**src/rtl/alu_ex_unit_pkg.sv**
```systemverilog
// Shared definitions for the EX-stage execute unit: widths, ALU control codes
// (the same codes ALU control emits), FSM state type and the single-cycle op decode.
package alu_ex_unit_pkg;

  localparam int XLEN      = 32;
  localparam int MUL_STEPS = XLEN;
  localparam int SHW       = $clog2(XLEN);
  localparam int CNTW      = $clog2(MUL_STEPS);

  localparam logic [3:0] ALU_AND  = 4'b0000;
  localparam logic [3:0] ALU_XOR  = 4'b0001;
  localparam logic [3:0] ALU_SLL  = 4'b0010;
  localparam logic [3:0] ALU_ADD  = 4'b0011;
  localparam logic [3:0] ALU_SUB  = 4'b0100;
  localparam logic [3:0] ALU_MUL  = 4'b0101;
  localparam logic [3:0] ALU_ADDI = 4'b0110;
  localparam logic [3:0] ALU_SRAI = 4'b0111;
  localparam logic [3:0] ALU_LW   = 4'b1000;
  localparam logic [3:0] ALU_SW   = 4'b1001;
  localparam logic [3:0] ALU_BEQ  = 4'b1010;

  typedef enum logic [1:0] {
    ST_IDLE = 2'd0,
    ST_BUSY = 2'd1,
    ST_DONE = 2'd2
  } ex_state_e;

  // MUL yields 0 here: its product only ever comes from the iterative datapath,
  // so no wide combinational multiplier is built.
  function automatic logic [XLEN-1:0] alu_comb(input logic [3:0]      ctrl,
                                               input logic [XLEN-1:0] a,
                                               input logic [XLEN-1:0] b);
    logic [SHW-1:0]         sh;
    logic signed [XLEN-1:0] sa;
    logic [XLEN-1:0]        r;
    sh = b[SHW-1:0];
    sa = a;
    r  = '0;
    case (ctrl)
      ALU_AND:                         r = a & b;
      ALU_XOR:                         r = a ^ b;
      ALU_SLL:                         r = a << sh;
      ALU_ADD, ALU_ADDI, ALU_LW, ALU_SW: r = a + b;
      ALU_SUB, ALU_BEQ:                r = a - b;
      ALU_SRAI:                        r = sa >>> sh;
      default:                         r = '0;
    endcase
    return r;
  endfunction

endpackage

```
**src/rtl/alu_ex_unit_if.sv**
```systemverilog
// EX-stage operand/result bundle between the pipeline (master) and the execute unit (slave).
interface alu_ex_unit_if;
  import alu_ex_unit_pkg::*;

  logic            valid_i;
  logic [3:0]      ALUCtrl_i;
  logic [XLEN-1:0] data1_i;
  logic [XLEN-1:0] data2_i;
  logic            mem_stall_i;
  logic [XLEN-1:0] result_o;
  logic            zero_o;
  logic            stall_o;

  modport master (output valid_i, ALUCtrl_i, data1_i, data2_i, mem_stall_i,
                  input  result_o, zero_o, stall_o);
  modport slave  (input  valid_i, ALUCtrl_i, data1_i, data2_i, mem_stall_i,
                  output result_o, zero_o, stall_o);
endinterface

```
**src/rtl/alu_ex_unit_mul_iter.sv**
```systemverilog
// mul_iter: shift-add multiplier datapath with step counter; one partial
// product per clock, low XLEN bits of the product kept in the accumulator.
module alu_ex_unit_mul_iter
  import alu_ex_unit_pkg::*;
(
  input  logic            clk_i,
  input  logic            rst_n_i,
  input  logic            start_i,
  input  logic [XLEN-1:0] a_i,
  input  logic [XLEN-1:0] b_i,
  output logic            busy_o,
  output logic            done_pulse_o,
  output logic [XLEN-1:0] prod_o
);

  logic [XLEN-1:0] mcand_q, mcand_d;
  logic [XLEN-1:0] mplier_q, mplier_d;
  logic [XLEN-1:0] acc_q, acc_d;
  logic [CNTW-1:0] cnt_q, cnt_d;
  logic            busy_q, busy_d;
  logic            last_step;

  assign last_step = busy_q && (cnt_q == CNTW'(MUL_STEPS - 1));

  always_comb begin
    mcand_d  = mcand_q;
    mplier_d = mplier_q;
    acc_d    = acc_q;
    cnt_d    = cnt_q;
    busy_d   = busy_q;
    if (start_i) begin
      mcand_d  = a_i;
      mplier_d = b_i;
      acc_d    = '0;
      cnt_d    = '0;
      busy_d   = 1'b1;
    end else if (busy_q) begin
      acc_d    = acc_q + (mplier_q[0] ? mcand_q : '0);
      mcand_d  = mcand_q << 1;
      mplier_d = mplier_q >> 1;
      cnt_d    = cnt_q + CNTW'(1);
      if (last_step) busy_d = 1'b0;
    end
  end

  always_ff @(posedge clk_i or negedge rst_n_i) begin
    if (!rst_n_i) begin
      mcand_q  <= '0;
      mplier_q <= '0;
      acc_q    <= '0;
      cnt_q    <= '0;
      busy_q   <= 1'b0;
    end else begin
      mcand_q  <= mcand_d;
      mplier_q <= mplier_d;
      acc_q    <= acc_d;
      cnt_q    <= cnt_d;
      busy_q   <= busy_d;
    end
  end

  assign busy_o       = busy_q;
  assign done_pulse_o = last_step;
  assign prod_o       = acc_q;

endmodule

```
**src/rtl/alu_ex_unit.sv**
```systemverilog
// EX-stage execute unit: single-cycle ALU ops plus an iterative MUL that
// freezes the front of the pipeline through stall_o while it runs.
//   state | meaning
//   IDLE  | result is the combinational op; a valid MUL is accepted here
//   BUSY  | shift-add iterations in flight, pipeline held, result 0
//   DONE  | product presented; held while memory freezes the pipeline
module alu_ex_unit
  import alu_ex_unit_pkg::*;
(
  input  logic         clk_i,
  input  logic         rst_n_i,
  alu_ex_unit_if.slave ex
);

  ex_state_e       state_q, state_d;
  logic            mul_start;
  logic            mul_busy;
  logic            mul_done;
  logic [XLEN-1:0] mul_prod;
  logic [XLEN-1:0] comb_res;
  logic [XLEN-1:0] result;
  logic            stall;

  assign comb_res  = alu_comb(ex.ALUCtrl_i, ex.data1_i, ex.data2_i);
  assign mul_start = (state_q == ST_IDLE) && ex.valid_i && (ex.ALUCtrl_i == ALU_MUL);

  alu_ex_unit_mul_iter u_mul_iter (
    .clk_i       (clk_i),
    .rst_n_i     (rst_n_i),
    .start_i     (mul_start),
    .a_i         (ex.data1_i),
    .b_i         (ex.data2_i),
    .busy_o      (mul_busy),
    .done_pulse_o(mul_done),
    .prod_o      (mul_prod)
  );

  always_comb begin
    state_d = state_q;
    stall   = 1'b0;
    result  = comb_res;
    case (state_q)
      ST_IDLE: begin
        if (mul_start) begin
          stall   = 1'b1;
          state_d = ST_BUSY;
        end
      end
      ST_BUSY: begin
        stall  = mul_busy;
        result = '0;
        if (mul_done) state_d = ST_DONE;
      end
      ST_DONE: begin
        result = mul_prod;
        if (!ex.mem_stall_i) state_d = ST_IDLE;
      end
      default: state_d = ST_IDLE;
    endcase
  end

  always_ff @(posedge clk_i or negedge rst_n_i) begin
    if (!rst_n_i) state_q <= ST_IDLE;
    else          state_q <= state_d;
  end

  assign ex.result_o = result;
  assign ex.zero_o   = (result == '0);
  assign ex.stall_o  = stall;

endmodule

```
**src/flat_wrapper.sv**
```systemverilog
// flat-port wrapper written by rule: the top's interface ports become plain ports
module alu_ex_unit_flat import alu_ex_unit_pkg::*;
  (clk_i, rst_n_i, ex_valid_i, ex_ALUCtrl_i, ex_data1_i, ex_data2_i, ex_mem_stall_i, ex_result_o, ex_zero_o, ex_stall_o);
  alu_ex_unit_if ex_i ();
  input  logic clk_i;
  input  logic rst_n_i;
  input wire logic [$bits(ex_i.valid_i)-1:0] ex_valid_i;
  input wire logic [$bits(ex_i.ALUCtrl_i)-1:0] ex_ALUCtrl_i;
  input wire logic [$bits(ex_i.data1_i)-1:0] ex_data1_i;
  input wire logic [$bits(ex_i.data2_i)-1:0] ex_data2_i;
  input wire logic [$bits(ex_i.mem_stall_i)-1:0] ex_mem_stall_i;
  output wire logic [$bits(ex_i.result_o)-1:0] ex_result_o;
  output wire logic [$bits(ex_i.zero_o)-1:0] ex_zero_o;
  output wire logic [$bits(ex_i.stall_o)-1:0] ex_stall_o;
  assign ex_i.valid_i = ex_valid_i;
  assign ex_i.ALUCtrl_i = ex_ALUCtrl_i;
  assign ex_i.data1_i = ex_data1_i;
  assign ex_i.data2_i = ex_data2_i;
  assign ex_i.mem_stall_i = ex_mem_stall_i;
  assign ex_result_o = ex_i.result_o;
  assign ex_zero_o = ex_i.zero_o;
  assign ex_stall_o = ex_i.stall_o;
  alu_ex_unit u_core (.clk_i(clk_i), .rst_n_i(rst_n_i), .ex(ex_i));
endmodule
```
**config.mk**
```make
export PLATFORM = sky130hd
export DESIGN_NAME = alu_ex_unit_flat
export DESIGN_NICKNAME = d
export VERILOG_FILES = /design/src/rtl/alu_ex_unit_pkg.sv /design/src/rtl/alu_ex_unit_if.sv /design/src/rtl/alu_ex_unit_mul_iter.sv /design/src/rtl/alu_ex_unit.sv /design/src/flat_wrapper.sv
export SDC_FILE = /design/constraint.sdc
export NUM_CORES = 1
export LEC_CHECK = 0
export BUFFER_PORTS_ARGS = -buffer_cell sky130_fd_sc_hd__buf_2
export CAP_MARGIN = 10
export CORE_MARGIN = 2
export CORE_UTILIZATION = 40
export DETAILED_ROUTE_END_ITERATION = 10
export PLACE_DENSITY = 0.68
export RECOVER_POWER = 50
export SYNTH_ARGS = -nofsm -noshare
export SYNTH_HDL_FRONTEND = slang
export SYNTH_SLANG_ARGS = --single-unit
```
**constraint.sdc**
```tcl
create_clock -name clk_i -period 23 [get_ports clk_i]
set_clock_uncertainty 0.15 [all_clocks]
set_input_delay 6.9 -clock clk_i [delete_from_list [all_inputs] [get_ports clk_i]]
set_output_delay 6.9 -clock clk_i [all_outputs]
set_load 0.01 [all_outputs]
```
After elaboration in Yosys (flattened, before gate mapping)
Index checks and enable logic that the tools add are counted.

word-level totals
  register bits after elaboration = 104
  input bits = 72
  output and inout bits = 34
  word-level logic and storage cells = 60

operators by class
  $add $sub $neg = 4
  eq/ne operators = 16
  shifts and indexed selects = 2
  multiplexer cells = 20
  bitwise gates (word level) = 2
  reduce and logical (&&, ||, !) cells = 10

operators with widths
  operator             count
  $mux 32              7
  $pmux 32 s6          1
  $add 32x32->32       2
  $pmux 32 s2          1
  $and 32x32->32       1
  $logic_not 32->1     1
  $shl 32x5->32        1
  $sshr 32x5->32       1
  $sub 32x32->32       1
  $xor 32x32->32       1
  $eq 4x3->1 const B   4
  $eq 4x4->1 const B   3
  $mux 5               2
  $eq 4x2->1 const B   2
  $mux 2               3
  $pmux 2 s3           1
  $add 5x1->5 const B  1
  $eq 5x5->1 const B   1
  $eq 4x1->1 const B   1
  $logic_not 4->1      1
  $mux 1               4
  $ne 2x1->1 const B   2
  $reduce_or 4->1      1
  $logic_and 1x1->1    3
  other kinds (8)      8

Depth between registers and ports, before layout
Gate-level depths: netlist of the first run.

  depth after elaboration = 5
  gate-level depth with buffers = 25
  gate-level depth less buffers = 20

Modules after synthesis
From an unflattened synthesis of the first run, not the netlist that was laid out.

unflattened totals
  cell total of the unflattened synthesis = 1778
  area, all modules = 14126.0 um^2

modules (own cells, without submodules)
  module                times used  cells an instance  area each (um^2)  seq. area each (um^2)
  alu_ex_unit           1           1114               7988.9            50.0
  alu_ex_unit_mul_iter  1           664                6137.1            2552.4

Least setup slack after synthesis of the first run
No wires, ideal clock.

  path kind = input -> output
  from = input port ex_data2_i[1]
  to = output port ex_zero_o
  arrival time = 12.412 ns
  path slack = 3.538 ns
  cell stages on the path = 22
  buffers on the path = 5
  path through = buf_2 -> inv_1 -> buf_2 -> buf_2 -> buf_2 -> ha_1 -> nand2_1 -> or4_1 -> or2_2 -> o31ai_1 -> xor2_1 -> ha_1 -> clkbuf_1 -> a21oi_1 -> o21ai_0 -> a21o_1 -> a21oi_1 -> a211oi_1 -> or3_1 -> or4_1 -> or4_4 -> nor4b_4

between the ends
  longest elaborated chain between the ends = 4

RTL lines
  what                                          line                   RTL
  from (decl)                                   flat_wrapper.sv:10     input wire logic [$bits(ex_i.data2_i)-1:0] ex_data2_i;
  $sub 32x32->32, or another cell as far along  alu_ex_unit_pkg.sv:44  ALU_SUB, ALU_BEQ: r = a - b;
  $pmux 32 s6 *                                 alu_ex_unit_pkg.sv:39  case (ctrl)
  $pmux 32 s2 *                                 alu_ex_unit.sv:42      case (state_q)
  via ex_result_o[24]                           flat_wrapper.sv:12     output wire logic [$bits(ex_i.result_o)-1:0] ex_result_o;
  $logic_not 32->1 *                            alu_ex_unit.sv:68      assign ex.zero_o = (result == '0);
  to (decl)                                     flat_wrapper.sv:13     output wire logic [$bits(ex_i.zero_o)-1:0] ex_zero_o;

Mark *: on every way through the listed nets, which the timed path passes. The rest lies on a longest branch.

Worst setup path after layout of the first run
  from = input port ex_data2_i[3]
  to = output port ex_zero_o

between the ends
  longest elaborated chain between the ends = 4

RTL lines
  what                                          line
  $sub 32x32->32, or another cell as far along  alu_ex_unit_pkg.sv:44
  $pmux 32 s6 *                                 alu_ex_unit_pkg.sv:39
  $pmux 32 s2 *                                 alu_ex_unit.sv:42
  $logic_not 32->1 *                            alu_ex_unit.sv:68

Every way passes the cells marked *; elsewhere a longest branch is shown, timed or not.

==> results of run 1 <==
## cell families after synthesis
| logic type | Yosys count |
|---|---|
| AOI/OAI and AO/OA | 474 |
| xor gates and xnor gates | 68 |
| adders and majority gates | 103 |
| buffers and inverters | 146 |
| DFF | 104 |
| muxes | 265 |
| and+or+nand+nor | 571 |
## final cells by class
cell class              count  area, um^2
repair buffers            127         683
clock buffers               9         225
inverters                  29         109
multi-input cells        1481       11200
clock inverters             7        88.8
fillers                  3619       20100
well taps                 461         577
flip-flops and latches    104        2610
diodes                      1        2.50
## worst max-delay path, cell delays in order
cell and delay (ns):
buf_2 0.09, buf_4 0.30, nor2_1 0.55, nand3b_1 0.16, or4_1 0.48, or2_2 0.34, nor2_1 0.23, a21oi_1 0.12
xnor2_1 0.15, ha_1 0.38, a21oi_1 0.31, o21ai_0 0.31, a21o_1 0.31, a21oi_1 0.39, a211oi_1 0.13, or3_1 0.39
or4_1 0.54, or4_4 0.53, nor4b_4 0.21, buf_2 0.16
## routing by layer
metal  up-vias  track usage (%)  share of wire [%]
met5         -                0                  0
met4         0             12.9                3.9
met3        99             5.46                8.0
met2       678             49.2                 44
met1      7165             43.6                 44
li1       6573                -                  -
## where the power goes
group	internal (W)	switching, W	leakage (nW)
logic	0.000352	0.000460	5.42
clock network	0.0000871	0.0000938	0.150
registers	0.000270	0.000110	1.29
## state kept, by name, indices dropped and copies added, names as in the netlist
| signal | count |
|---|---|
| u_core.u_mul_iter.mcand_q | 32 |
| u_core.u_mul_iter.busy_o | 1 |
| u_core.u_mul_iter.prod_o | 32 |
| u_core.u_mul_iter.mplier_q | 32 |
| u_core.u_mul_iter.cnt_q | 5 |
| u_core.state_q | 2 |
## layout by cell type, fill, tap and decap left out, types with 15 or more instances in the layout
| cell | Yosys | final |
|---|---|---|
| o22ai_1 | 15 | 15 |
| dfrtp_1 | 104 | 103 |
| mux2_2 | 28 | 28 |
| ha_1 | 101 | 101 |
| a211oi_1 | 21 | 21 |
| nand3_1 | 31 | 31 |
| mux2i_1 | 170 | 170 |
| o21ai_0 | 133 | 133 |
| nor3_1 | 52 | 52 |
| or3_1 | 16 | 16 |
| a31oi_1 | 17 | 17 |
| mux4_2 | 58 | 58 |
| o31ai_1 | 16 | 16 |
| nand2b_1 | 17 | 17 |
| nand2_1 | 198 | 198 |
| xnor2_1 | 42 | 42 |
| and2_1 | 37 | 37 |
| inv_1 | 27 | 27 |
| buf_4 | 6 | 21 |
| buf_2 | 26 | 102 |
| nor2_1 | 126 | 126 |
| a21o_1 | 30 | 30 |
| xor2_1 | 26 | 26 |
| a21oi_1 | 113 | 113 |
## worst min-delay path by stage
| stage | start | cells past startpoint | end | slack (ns) |
|---|---|---|---|---|
| after floorplan | u_core.u_mul_iter.cnt_q[4] | 2 | u_core.u_mul_iter.cnt_q[4] | 0.34 |
| after global placement | u_core.u_mul_iter.cnt_q[4] | 2 | u_core.u_mul_iter.cnt_q[4] | 0.36 |
| after detailed placement | u_core.u_mul_iter.cnt_q[4] | 2 | u_core.u_mul_iter.cnt_q[4] | 0.38 |
| after CTS | u_core.u_mul_iter.cnt_q[4] | 2 | u_core.u_mul_iter.cnt_q[4] | 0.40 |
| after global routing | u_core.u_mul_iter.prod_o[4] | 2 | u_core.u_mul_iter.prod_o[4] | 0.42 |
| final | u_core.u_mul_iter.cnt_q[4] | 2 | u_core.u_mul_iter.cnt_q[4] | 0.39 |
## metrics by stage
| step | area [um^2] | utilization [%] | total power [W] | instances |
|---|---|---|---|---|
| after floorplan | 14400 | - | 0.000948 | 1731 |
| after global routing | 15400 | 43.4 | 0.00148 | 2218 |
| after global placement | 15100 | 42.6 | 0.00116 | 2202 |
| after CTS | 15500 | 43.5 | 0.00137 | 2218 |
| after detailed placement | 15100 | 42.6 | 0.00118 | 2202 |
| final | 15400 | 43.4 | 0.00137 | 2219 |
==> impl_summary.log, run 1 <==
INFO  metric core_region_area = 35600 um^2
INFO  metric drt_drc_violations_left = 0
INFO  metric hold_buf_cts = 0
INFO  metric post_synth.cell_area_avg = 8.33 um^2
INFO  metric worst_slack = 2.93 ns
INFO  metric drt_pre_antenna_iters = 7
INFO  metric yosysWarnings = 0
INFO  metric path_type_of_the_worst_min_delay_path = register to register
INFO  metric die_area = 37600 um^2
INFO  metric cp_launch_type = primary input
INFO  metric tritoncts_num_sinks = 104
INFO  metric outcome = complete, but fails checks
INFO  metric max-cap-violations = 3
INFO  metric via_count = 14515
INFO  metric yosysTopAreaCellShare = 18.1%
INFO  metric place_ws = 3.07 ns
INFO  metric clkLatencyLatePin = 0.41 ns
INFO  metric yosys-top-cells-count = nand2_1 (198), mux2i_1 (170), o21ai_0 (133)
INFO  metric wl = 60800 um
INFO  metric ctsResizeCount = 0
INFO  metric layout-drive-gt1-share = 14.3%
INFO  metric grt_start_max_net_pins = 86
INFO  metric yosys.area_share.simple = 19.2%
INFO  metric setup_total_negative_slack = 0 ns
INFO  metric hold_viol_final = 0
INFO  metric worst_setup_path_endpoint = ex_zero_o
INFO  metric synth-adder-area-share = 9.05%
INFO  metric die_x_extent = 194 um
INFO  metric reg2regPathDepth = 9
INFO  metric cts.root.buffer_cell = clkbuf_16
INFO  metric grt_util_all_layers = 31.7%
INFO  metric timing.fmax = 49.8 MHz
INFO  metric grt_pass1_wl = 90700 um
INFO  metric setup_viol_count_final = 0
INFO  metric rsz_0062_raised_after_global_routing = false
INFO  metric crit_fanout = 55
INFO  metric finish.net_count = 1927
INFO  metric synth_top_family_by_area = multiplexers
INFO  metric synth_flop_cell = dfrtp_1
INFO  metric failed_checks = capacitance limit, slew limit
INFO  metric worst_ir_drop_vdd = 99.4 uV
INFO  metric share_of_the_synthesized_area_in_compound_gates_ao_oa_aoi_oai = 21.1%
INFO  metric routed_wire_length_per_instance = 27.4 um
INFO  metric drt_iter0_drc = 1407
INFO  metric initial_antenna_violation_count = 1
INFO  metric deepest_level_of_the_cts_h_tree = 3
INFO  metric ys_seq_area_share = 18.1%
INFO  metric synth.area.top_cells = dfrtp_1 (18%), mux2i_1 (12%), mux4_2 (9.1%)
INFO  metric yosysMostFrequentCell = nand2_1
INFO  metric clk_path_buf_depth = 2
INFO  metric grt_pass1_vias = 13851
INFO  metric criticalPathCategory = primary input to output port
INFO  metric crit-reg2reg-launch = u_core.state_q[0]
INFO  metric syn_area = 14400 um^2
INFO  metric synth.lib_cells_used.distinct = 92
INFO  metric vias_per_cell = 6.54
INFO  metric die_height = 194 um
INFO  metric r2r_slack = 18.33 ns
INFO  metric end_kind = output port
INFO  metric synth_to_layout_area_growth = 7.17%
INFO  metric finalCritPeriodShare = 87.3%
INFO  metric number_of_standard_cells_after_synthesis = 1731
INFO  metric power_per_cell_area = 88.9 nW/um^2
INFO  metric yosys-mux-area-fraction = 24.0%
INFO  metric synthDominantAreaCellType = dfrtp_1
INFO  metric timing.critical_path.required = 15.95 ns
INFO  metric initial_core_util = 40.5%
INFO  metric total_cts_buffers = 9
INFO  metric maxSlewViolCount = 189
INFO  metric number_of_enable_type_register_cells_in_the_synthesized_netlist = 0
INFO  metric slew_headroom = -140%
INFO  metric clk_pin_slew_worst_paths = 0.08 ns
INFO  metric max_slew.worst_pin.slew = 3.60 ns
INFO  metric finalCriticalPeriod = 20.07 ns
INFO  metric syn-num-nets = 1906
INFO  metric post_cts_buffers = 0
INFO  metric placement_rows = 69
INFO  metric io-pin-count = 106
INFO  metric grt_remaining_overflow = 0
INFO  metric place_congestion = 0.978
INFO  metric holdWs = 0.391 ns
INFO  metric ys_async_sr_fraction = 100%
INFO  metric final_antenna_net_count = 0
INFO  metric place.detailed.hpwl = 45700 um
INFO  metric ys_ff_latch = 104
INFO  metric static-leakage-power = 6.85 nW
INFO  metric synth_xor_area_share = 4.13%
INFO  metric tritoncts = built
INFO  metric port-buffer-count = 105
INFO  metric critical_path.startpoint = ex_data2_i[3]
INFO  metric r2r-end = u_core.u_mul_iter.prod_o[30]
INFO  metric worst_ep_arrival_time = 13.02 ns
(Power assumes the default switching activity.)
==> run 2: changes to the inputs <==
--- a/config.mk
+++ b/config.mk
@@ -5,13 +5,14 @@
 export SDC_FILE = /design/constraint.sdc
 export NUM_CORES = 1
 export LEC_CHECK = 0
-export BUFFER_PORTS_ARGS = -buffer_cell sky130_fd_sc_hd__buf_2
 export CAP_MARGIN = 10
 export CORE_MARGIN = 2
 export CORE_UTILIZATION = 40
 export DETAILED_ROUTE_END_ITERATION = 10
-export PLACE_DENSITY = 0.68
+export DONT_BUFFER_PORTS = 1
+export PLACE_DENSITY = 0.65
 export RECOVER_POWER = 50
 export SYNTH_ARGS = -nofsm -noshare
 export SYNTH_HDL_FRONTEND = slang
 export SYNTH_SLANG_ARGS = --single-unit
+export TNS_END_PERCENT = 1
==> run 2 against run 1 <==
  * The run still ends with capacitance limit, slew limit left
  * Worst setup slack better by 0.15 ns
  * Non-clock buffer count is 111 lower
  * Worst hold slack improved by 0.0055 ns
  * Die area stayed put
  * Global-route usage is 1.8 points lower
  * Largest cell class unchanged
  * Via count down 2.5%
  * Count of clock-buffer cells in the layout did not move
==> impl_summary.log, run 2 (synthesis results as in run 1) <==
INFO  metric outcome = complete, but fails checks
INFO  metric failed_checks = capacitance limit, slew limit
INFO  metric fillerInstances = 3557
INFO  metric place_congestion = 1.02
INFO  metric placement_rows = 69
INFO  metric highest_cell_delay_on_the_worst_timing_path = 0.55 ns
INFO  metric place.detailed.hpwl = 42700 um
INFO  metric power_per_cell_area = 87.6 nW/um^2
INFO  metric globalRouteMet2Util = 48.1%
INFO  metric io-pin-count = 106
INFO  metric end_kind = output port
INFO  metric finalCritPeriodShare = 86.6%
INFO  metric core_region_area = 35600 um^2
INFO  metric die_height = 194 um
INFO  metric deepest_level_of_the_cts_h_tree = 3
INFO  metric tritoncts = built
INFO  metric hold_viol_final = 0
INFO  metric clk_path_buf_depth = 2
INFO  metric busiest_layer = met2
INFO  metric crit-reg2reg-launch = u_core.state_q[0]
INFO  metric final_antenna_net_count = 0
INFO  metric port-buffer-count = 0
INFO  metric grt_pass1_vias = 13722
INFO  metric static-leakage-power = 6.38 nW
INFO  metric global_route.usage.met3 = 5.90%
INFO  metric die_area = 37600 um^2
INFO  metric synth_to_layout_area_growth = 3.16%
INFO  metric layout.cell_area.non_filler = 14900 um^2
INFO  metric r2r_slack = 18.34 ns
INFO  metric finish.net_count = 1816
INFO  metric criticalPathCategory = primary input to output port
INFO  metric timing.fmax = 50.2 MHz
INFO  metric gr-usage-met1 = 40.0%
INFO  metric worstPathBufferInverterCount = 2
INFO  metric grt_start_max_net_pins = 105
INFO  metric rsz_0062_raised_after_global_routing = false
INFO  metric clkLatencyLatePin = 0.39 ns
INFO  metric clk_pin_slew_worst_paths = 0.09 ns
INFO  metric wl = 57500 um
INFO  metric timing.critical_path.required = 15.95 ns
INFO  metric layout-drive-gt1-share = 8.75%
INFO  metric vias_per_cell = 6.72
INFO  metric maxSlewViolCount = 74
INFO  metric post_cts_buffers = 0
INFO  metric initial_core_util = 40.5%
INFO  metric drt_iter0_drc = 1478
INFO  metric commonest_cells_after_routing_fill_and_taps_aside = nand2_1 (198), mux2i_1 (170), o21ai_0 (132)
INFO  metric drt_drc_violations_left = 0
INFO  metric grt_util_all_layers = 29.9%
INFO  metric critical-path-top-delay-family = simple AND/OR/NAND/NOR gates
INFO  metric cts.root.buffer_cell = clkbuf_16
INFO  metric drt_pre_antenna_iters = 5
INFO  metric critical_path.startpoint = ex_data2_i[1]
INFO  metric design_power_total = 0.00130 W
INFO  metric min_from = u_core.u_mul_iter.cnt_q[4]
INFO  metric slew_headroom = -67.1%
INFO  metric total_cts_buffers = 9
INFO  metric layout_commonest_cell = nand2_1
INFO  metric ctsResizeCount = 0
INFO  metric max-cap-violations = 1
INFO  metric max_slew.worst_pin.slew = 2.51 ns
INFO  metric worst_ep_arrival_time = 12.88 ns
INFO  metric via_count = 14156
INFO  metric cp_launch_type = primary input
INFO  metric critical-path-slowest-cell = or4_1
INFO  metric initial_antenna_violation_count = 0
INFO  metric cp_common_cell = a21oi_1
INFO  metric placed_area = 14600 um^2
INFO  metric routed_wire_length_per_instance = 27.3 um
INFO  metric insertedDiodeCount = 0
INFO  metric grt_remaining_overflow = 0
INFO  metric finalCriticalPeriod = 19.93 ns
INFO  metric tritoncts_num_sinks = 104
INFO  metric path_type_of_the_worst_min_delay_path = register to register
INFO  metric grt_pass1_wl = 86800 um
INFO  metric crit_fanout = 54
INFO  metric worst_ir_drop_vdd = 43.8 uV
INFO  metric setup_viol_count_final = 0
INFO  metric hold_buf_cts = 0
INFO  metric critical_path.cell_chain = inv_1, buf_4, ha_1, nand2_1, or4_1, or2_2, nor2_1, a21oi_1, xnor2_1, ha_1, a21oi_1, o21ai_0, a21o_1, a21oi_1, a211oi_1, or3_1, or4_1, or4_4, nor4b_4
INFO  metric die_x_extent = 194 um
INFO  metric setup_total_negative_slack = 0 ns
-- run 2: changes by cell type in the layout (fill, tap and decap cells not counted), moves of 2 or more --
cell / before / now
buf_4: 21 / 16
buf_2: 102 / 0
clkbuf_1: 4 / 0
inv_8: 0 / 2
-- run 2: area by class of cell --
type	instances	area [um^2]	share of cell area (%)
inverter	29	109	0.732
tap	461	577	3.88
sequential	104	2610	17.5
clock inverter	7	73.8	0.497
multi-input combinational	1481	11200	75.0
timing repair buffer	16	120	0.808
clock buffer	9	225	1.51
-- run 2: path summary, 6_finish.rpt --
check / to / cells past startpoint
worst min-delay path: u_core.u_mul_iter.cnt_q[4] / 2
worst min register to register: u_core.u_mul_iter.cnt_q[4] / 2
min in group asynchronous: u_core.u_mul_iter.mplier_q[18] / 0
worst max register to register: u_core.u_mul_iter.prod_o[30] / 9
max in group asynchronous: u_core.u_mul_iter.mplier_q[16] / 0
worst max-delay path: ex_zero_o / 19
-- run 2: power breakdown --
| group | internal (W) | switching, W | total, W | leakage (nW) |
|---|---|---|---|---|
| sequential | 0.000270 | 0.0000983 | 0.000369 | 1.29 |
| clock | 0.0000776 | 0.0000919 | 0.000169 | 0.147 |
| combinational | 0.000339 | 0.000425 | 0.000764 | 4.94 |
-- run 2: per-layer routing --
metal / wire (um) / vias to the layer above
li1: - / 6350
met1: 24100 / 6955
met2: 26200 / 750
met3: 5180 / 101
met4: 2070 / 0
met5: 0 / -
-- run 2: through the flow --
| stage | hold WS [ns] | utilization [%] | std cells | setup slack [ns] |
|---|---|---|---|---|
| global placement | 0.368 | 41.0 | 2091 | 3.23 |
| detailed placement | 0.377 | 41.0 | 2091 | 3.18 |
| floorplan | 0.343 | - | 1731 | 3.54 |
| CTS | 0.400 | 41.8 | 2107 | 3.17 |
| global route | 0.432 | 41.8 | 2107 | 2.78 |
| finish | 0.396 | 41.8 | 2107 | 3.07 |
-- run 2: worst reg2reg max path: cells and delay by family, from the launching register on --
| family | cells | cell delay, ns |
|---|---|---|
| AO/OA/AOI/OAI | 1 | 0.14 |
| adder cells (fa/ha/maj) | 1 | 0.32 |
| buffers and inverters | 2 | 1.04 |
| AND/OR/NAND/NOR | 5 | 2.49 |
| flip-flops | 1 | 0.39 |
